**src/rtl/stepper_phase_driver.sv**
```systemverilog
// Step/direction receiver for one stepper axis.
// Half/full-step coil sequencing, soft limits, overspeed guard, hold timeout.
module stepper_phase_driver #(
  parameter int                      POS_W        = 16,
  parameter logic signed [POS_W-1:0] POS_MAX      = 16'sd8000,
  parameter logic signed [POS_W-1:0] POS_MIN      = -16'sd8000,
  parameter int                      MIN_GAP      = 4000,
  parameter int                      HOLD_TIMEOUT = 24000000
) (
  input  logic                    clk,
  input  logic                    rst_n,
  input  logic                    step_pulse,
  input  logic                    step_dir,
  input  logic                    enable,
  input  logic                    half_step,
  input  logic                    zero_pos,
  input  logic                    clear_err,
  output logic [3:0]              coil,
  output logic signed [POS_W-1:0] position,
  output logic                    step_done,
  output logic                    limit_hit,
  output logic                    overspeed_err,
  output logic                    idle
);

  localparam int GW = $clog2(MIN_GAP + 1);
  localparam int TW = $clog2(HOLD_TIMEOUT + 1);

  logic                    r_sp1, r_sp2, r_sp3;
  logic                    r_dir1, r_dir2;
  logic signed [POS_W-1:0] r_pos;
  logic [2:0]              r_idx;
  logic                    r_done, r_lim, r_err;
  logic [GW-1:0]           r_gap;
  logic [TW-1:0]           r_tmr;
  logic                    r_idle;

  logic       w_req, w_live, w_gap_ok, w_at_lim;
  logic       w_ovs, w_lim, w_acc;
  logic [2:0] w_inc, w_idx_nx;
  logic [3:0] w_tbl;

  assign w_req    = r_sp2 & ~r_sp3;
  assign w_live   = w_req & enable & ~zero_pos;
  assign w_gap_ok = (r_gap >= GW'(MIN_GAP));
  assign w_at_lim = r_dir2 ? (r_pos == POS_MIN) : (r_pos == POS_MAX);
  assign w_ovs    = w_live & ~w_gap_ok;
  assign w_lim    = w_live & w_gap_ok & w_at_lim;
  assign w_acc    = w_live & w_gap_ok & ~w_at_lim;
  assign w_inc    = half_step ? 3'd1 : 3'd2;
  assign w_idx_nx = r_dir2 ? (r_idx - w_inc) : (r_idx + w_inc);

  // two-stage synchronizers plus edge-detect history for the step pulse
  always_ff @(posedge clk or negedge rst_n) begin
    if (!rst_n) begin
      r_sp1  <= 1'b0;
      r_sp2  <= 1'b0;
      r_sp3  <= 1'b0;
      r_dir1 <= 1'b0;
      r_dir2 <= 1'b0;
    end else begin
      r_sp1  <= step_pulse;
      r_sp2  <= r_sp1;
      r_sp3  <= r_sp2;
      r_dir1 <= step_dir;
      r_dir2 <= r_dir1;
    end
  end

  // position, phase index and per-request status flags
  always_ff @(posedge clk or negedge rst_n) begin
    if (!rst_n) begin
      r_pos  <= '0;
      r_idx  <= 3'd0;
      r_done <= 1'b0;
      r_lim  <= 1'b0;
      r_err  <= 1'b0;
    end else begin
      r_done <= w_acc;
      r_lim  <= w_lim;
      if (zero_pos)
        r_pos <= '0;
      else if (w_acc)
        r_pos <= r_dir2 ? r_pos - POS_W'(1) : r_pos + POS_W'(1);
      if (w_acc)
        r_idx <= w_idx_nx;
      if (w_ovs)
        r_err <= 1'b1;
      else if (clear_err)
        r_err <= 1'b0;
    end
  end

  // cycles since last accepted step, saturating so the first step is legal
  always_ff @(posedge clk or negedge rst_n) begin
    if (!rst_n)
      r_gap <= GW'(MIN_GAP);
    else if (w_acc)
      r_gap <= '0;
    else if (r_gap < GW'(MIN_GAP))
      r_gap <= r_gap + 1'b1;
  end

  // hold timer: drop coils after a long stretch with no accepted step
  always_ff @(posedge clk or negedge rst_n) begin
    if (!rst_n) begin
      r_tmr  <= '0;
      r_idle <= 1'b1;
    end else if (w_acc) begin
      r_tmr  <= '0;
      r_idle <= 1'b0;
    end else if (!r_idle) begin
      if (r_tmr == TW'(HOLD_TIMEOUT))
        r_idle <= 1'b1;
      else
        r_tmr <= r_tmr + 1'b1;
    end
  end

  // half-step phase table, gated by enable and hold state
  always_comb begin
    w_tbl = 4'b0000;
    unique case (r_idx)
      3'd0: w_tbl = 4'b1000;
      3'd1: w_tbl = 4'b1100;
      3'd2: w_tbl = 4'b0100;
      3'd3: w_tbl = 4'b0110;
      3'd4: w_tbl = 4'b0010;
      3'd5: w_tbl = 4'b0011;
      3'd6: w_tbl = 4'b0001;
      3'd7: w_tbl = 4'b1001;
    endcase
    coil = (enable & ~r_idle) ? w_tbl : 4'b0000;
  end

  assign position      = r_pos;
  assign step_done     = r_done;
  assign limit_hit     = r_lim;
  assign overspeed_err = r_err;
  assign idle          = r_idle;

endmodule
```
**config.mk**
```make
export PLATFORM = sky130hd
export DESIGN_NAME = stepper_phase_driver
export DESIGN_NICKNAME = d
export VERILOG_FILES = /design/src/rtl/stepper_phase_driver.sv
export SDC_FILE = /design/constraint.sdc
export NUM_CORES = 1
export LEC_CHECK = 0
export BUFFER_PORTS_ARGS = -buffer_cell sky130_fd_sc_hd__buf_2
export CORE_UTILIZATION = 59
export DETAILED_ROUTE_END_ITERATION = 16
export PLACE_DENSITY_LB_ADDON = 0.12
export SYNTH_ARGS = -nofsm -noshare
export SYNTH_HDL_FRONTEND = slang
export SYNTH_SLANG_ARGS = --single-unit
```
**constraint.sdc**
```tcl
create_clock -name clk -period 4.4 [get_ports clk]
set_clock_uncertainty 0.2 [all_clocks]
set_input_delay 0.22 -clock clk [delete_from_list [all_inputs] [get_ports clk]]
set_output_delay 0.22 -clock clk [all_outputs]
set_load 0.01 [all_outputs]
```
=== Word level (Yosys, flattened, before mapping) ===
Memory sizes are Yosys's and may differ from the RTL's.
Cells that the tools add are included.

* Register bits after elaboration: 65
* ROM bits: 32
* Bits of input ports: 8
* Logic and storage cells: 61
* Memories: 1

{| class="wikitable"
|+ Memory list
! name !! words !! width !! rd ports !! clocked after memory_dff !! wr ports !! line !! RTL
|-
| (name not given) || 8 || 4 || 1 || 0 || 0 || 123 || <nowiki>unique case (r_idx)</nowiki>
|}

* Add/sub/neg operators: 6
* Magnitude comparators: 2
* Equality and inequality tests: 5
* Mux-type cells: 17
* Bitwise logic cells: 13
* Reduce and logical (&&, ||, !) cells: 4

{| class="wikitable"
|+ Operator list
! cell !! number
|-
| $mux 25 || 3
|-
| $mux 16 || 3
|-
| $eq 16x14->1 const B || 2
|-
| $add 25x1->25 const B || 1
|-
| $eq 25x25->1 const B || 1
|-
| $mux 12 || 2
|-
| $add 16x2->16 const B || 1
|-
| $sub 16x2->16 const B || 1
|-
| $add 12x1->12 const B || 1
|-
| $ge 12x12->1 const B || 1
|-
| $lt 12x12->1 const B || 1
|-
| $and 1x1->1 || 8
|-
| $mux 1 || 6
|-
| $reduce_bool 2->1 || 3
|-
| $not 1->1 || 5
|-
| $mux 4 || 1
|-
| $add 3x2->3 || 1
|-
| $mux 3 || 1
|-
| $sub 3x2->3 || 1
|-
| $mux 2 || 1
|-
| $ne 2x1->1 const B || 1
|-
| $ne 2x2->1 const B || 1
|-
| $reduce_and 2->1 || 1
|}

=== Depth between registers and ports, before layout ===
* Word-level depth: 8
* Depth in mapped cells: 9
* Gate-level depth less buffers: 8

=== Least setup slack after synthesis ===
Ideal clock, no wire load.

* Path type: register to register
* From: register r_dir2
* To: register r_pos[12], in the netlist position[12]
* Arrival: 2,376 ps
* Setup slack: 1,755 ps
* Stages on the path, launching flop included: 9
* Path buffers: 0
* Cell sequence: dfrtp_1 > inv_1 > fa_1 > and2b_1 > o2111ai_1 > a21bo_2 > nor3b_1 > or4_1 > nand3_1

* Cells in the longest elaborated chain, start to end: 4
* Elaborated cells on any way between the ends: 7
* Those cells by class: mux (4); bitwise (2); reduce/logical (1)

{| class="wikitable"
|+ Ends and longest elaborated chain
! element !! line !! RTL
|-
| from (decl) || 30 || <nowiki>logic r_dir1, r_dir2;</nowiki>
|-
| from (signal assigned) || 66 || <nowiki>r_dir2 <= r_dir1;</nowiki>
|-
| $mux 1 || 46 || <nowiki>assign w_at_lim = r_dir2 ? (r_pos == POS_MIN) : (r_pos == POS_MAX);</nowiki>
|-
| $not 1->1 || 49 || <nowiki>assign w_acc = w_live & w_gap_ok & ~w_at_lim;</nowiki>
|-
| $and 1x1->1 || 49 ||
|-
| $reduce_bool 2->1 (no line) || n/a ||
|-
| to (signal assigned) || 84 || <nowiki>r_pos <= r_dir2 ? r_pos - POS_W'(1) : r_pos + POS_W'(1);</nowiki>
|-
| to (decl) || 31 || <nowiki>logic signed [POS_W-1:0] r_pos;</nowiki>
|}

Several ways; a longest one is shown, not always the timed one. The select of a mux whose other input is x is not followed.
A chain may end at the register's enable or synchronous reset.

=== Worst setup path in the final report ===
* From: register r_dir2
* To: register r_pos[14], in the netlist position[14]

Same word-level chain as after synthesis.

==> flow_summary.yaml <==
critical_path:
  critical_path.startpoint: "r_dir2"
  timing.setup.critical_path_class: "flop to flop"
  cp_slowest_stage_delay_ps: 840
  worstPathMaxFanout: 48
  sum_of_buffers_and_inverters_on_the_critical_path: 2
  end_kind: "flop"
  arrival_ps: 3440
  worst_r2r_src: "r_dir2"
  timing.critical_path.cells: "ha_1 -> nor4b_2 -> nand4_1 -> o21ai_2 -> buf_4 -> inv_2 -> a311oi_1 -> nand3_1"
  timing.critical_path.from_type: "flop"
  timing.critical_path.slowest_stage_cell: "dfrtp_1"
  cp_data_required_time_ps: 4420
  critical-path-top-delay-family: "flip-flops"
timing:
  max_fclk_mhz: 292
  setup_viol: 0
  setup_tns_ps: 0
  relSlewSlack: 0.466
  rsz0062_at_grt: "no"
  timing_max_transition_violations_final: 0
  period_share: 0.778
  hold_viol: 0
  max_slew.worst_pin.slew_ps: 801
  finalWorstPathRequiredPeriod_ps: 3420
global_routing:
  grt_antenna_before_repair: 0
  pin_count_of_the_biggest_net_entering_global_routing: 66
  grtUsageTotal: 0.240
  global_route.overflow_total: 0
  first_global_vias: 2912
  grt_first_pass_wirelength_mm: 13.3
synth:
  postSynthCellCount: 401
  synth.cell_area_um2: 3890
  synth_area_per_cell_um2: 9.70
  synth_nets: 430
  ys_ff_latch: 65
  asyncSetResetFlopFracSynth: 1.00
  number_of_flops_mapped_to_enable_cells_by_yosys: 0
  ys_warn_count: 0
  synthDistinctLibCells: 55
  dominantRegCellSynth: "dfrtp_1"
  ys_seq_area_frac: 0.420
place:
  gp_routability_congestion: 0.865
  numPortBuffers: 31
  post-dp-hpwl_mm: 5.36
clocking:
  deepest_level_of_the_cts_h_tree: 3
  ctsLongestPathBuffers: 2
  clock_sink_count: 65
  clock_tree.root_cell: "clkbuf_8"
  cts_made_buffers: 9
  cts.repair_timing.setup_buffer_count: 0
  cts_repair_resize_count: 0
  cts.reportedPaths.clkPinSlew_ps: 70
  tritoncts_clock_tree: "yes"
  worstSkewPairLatency_ps: 350
power:
  power.internal_w: 0.00135
  combPwrFrac: 0.287
  clock_network_fraction_of_design_power: 0.223
  design_power_total_w: 0.00216
  ir_drop_mv: 0.328
  p_per_area_nw_per_um2: 500
  netSwitchingPower_w: 0.000806
  leakagePower_nw: 1.95
  sw_frac_of_total: 0.374
  sequential_power_share: 0.490
finish:
  antenna_cells: 0
  area_delta_synth_final_pct: 11.0
  final_nets: 467
  drive_gt1_frac: 0.158
  layout.cells.most_common: "dfrtp_1"
  layout_common_cells: "dfrtp_1, nor2_1, buf_2, nand2_1, xor2_1"
floorplan:
  fp-row-count: 29
  die_area_um2: 6920
  floorplan.core_area_um2: 6350
  initial_util: 0.613
  floorplan.die.width_um: 83.2
  io-pin-count: 32
  fp.dieH_um: 83.2
detailed_routing:
  detailroute.via_count: 2950
  route.antenna.remaining_nets: 0
  drc_violation_total_after_the_first_tritonroute_iteration: 177
  drcViolationCount: 0
  post_drt_via_cell_ratio: 5.67
  finalWirelength_mm: 7.87
  routedWlPerCell_um: 15.1
  drtPass1Iterations: 4
min_path:
  worst_hold_path_type: "input pin to flop"
  worstHoldStart: "half_step"
run:
  timing.max_cap.violations: 0
outcome:
  status: "completed"
[synth_stat cells (7+ instances only)]
| cell | instances | share of area |
|---|---|---|
| dfrtp_1 | 58 | 0.37 |
| a21o_1 | 7 | 0.014 |
| xor2_1 | 25 | 0.056 |
| nor2_1 | 49 | 0.047 |
| and3_1 | 7 | 0.011 |
| inv_1 | 19 | 0.018 |
| nand4_1 | 7 | 0.011 |
| nand2_1 | 29 | 0.028 |
| o21ai_0 | 22 | 0.028 |
| ha_1 | 19 | 0.061 |
| xnor2_1 | 21 | 0.047 |
| nand3b_1 | 12 | 0.023 |
| a21oi_1 | 16 | 0.021 |
| nand3_1 | 11 | 0.014 |
| dfstp_2 | 7 | 0.047 |
| nor3_1 | 8 | 0.010 |
[worst reg2reg max path, delay by kind of cell (launching register included)]
family | cells | cell delay (ps)
flip-flops | 1 | 840
buffers and inverters | 2 | 700
AND/OR/NAND/NOR | 3 | 560
AO/OA/AOI/OAI | 2 | 530
adder cells (fa/ha/maj) | 1 | 460
[power groups by stage]
stage | combinational [W] | sequential [W] | clock (W)
floorplan | 0.000507 | 0.00101 | 0
global placement | 0.000598 | 0.00105 | 0
detailed placement | 0.000618 | 0.00106 | 0
CTS | 0.000625 | 0.00105 | 0.000489
global route | 0.000707 | 0.00109 | 0.000510
finish | 0.000620 | 0.00106 | 0.000482
[repair_timing]
item                                    in CTS  in global routing
endpoints found under the setup margin       0                  0
hold buffers                                 4                  0
hold endpoints to repair                    61                  0
[sequential cells by signal, indices dropped and copies added, names as in the netlist, 3 cells and up]
name,flops
r_idx,3
r_tmr,25
r_gap,12
position,16
[metrics by stage]
step | hold slack, ps | instance area (µm²) | utilization | worst slack, ps | std cells
3_3_place_gp | 130 | 4090 | 0.645 | 1120 | 500
3_5_place_dp | 136 | 4090 | 0.645 | 990 | 500
2_1_floorplan | -276 | 3890 | - | 1760 | 401
5_1_grt | 43.9 | 4320 | 0.680 | 743 | 520
6_report | 11.9 | 4320 | 0.680 | 979 | 520
4_1_cts | 10.1 | 4320 | 0.680 | 988 | 520
[cell type report]
class                      count  area [µm²]
multi-input combinational    305        2120
fill                         515        2030
tap                           77        96.3
clock inverter                 2        12.5
clock buffer                  14         173
timing repair buffer          37         210
sequential                    65        1640
inverter                      20        75.1
[metal layers]
metal / vias up / GRT usage / share of wire
li1: 1482 / - / -
met1: 1397 / 0.304 / 0.46
met2: 52 / 0.393 / 0.48
met3: 19 / 0.0408 / 0.031
met4: 0 / 0.132 / 0.025
met5: - / 0 / 0
[cell families (layout without fill, tap and decap cells)]
family	Yosys count	count (layout)	synth area share
flip-flops	65	65	0.420
multiplexers	1	1	0.00289
adder cells (fa/ha/maj)	21	21	0.0714
AO/OA/AOI/OAI	68	68	0.112
buffers and inverters	31	73	0.0357
AND/OR/NAND/NOR	169	169	0.254
XOR/XNOR	46	46	0.104
[path summary, 6_finish.rpt]
kind	end	slack, ps	cells past startpoint
min in group asynchronous	r_tmr[9]	360	3
worst min-delay path	r_idx[0]	10	3
worst max register to register	position[14]	980	8
max in group asynchronous	r_gap[1]	3090	3
worst max-delay path	position[14]	980	8
worst min register to register	r_sp2	160	0
Power figures use the tool's default switching activity.
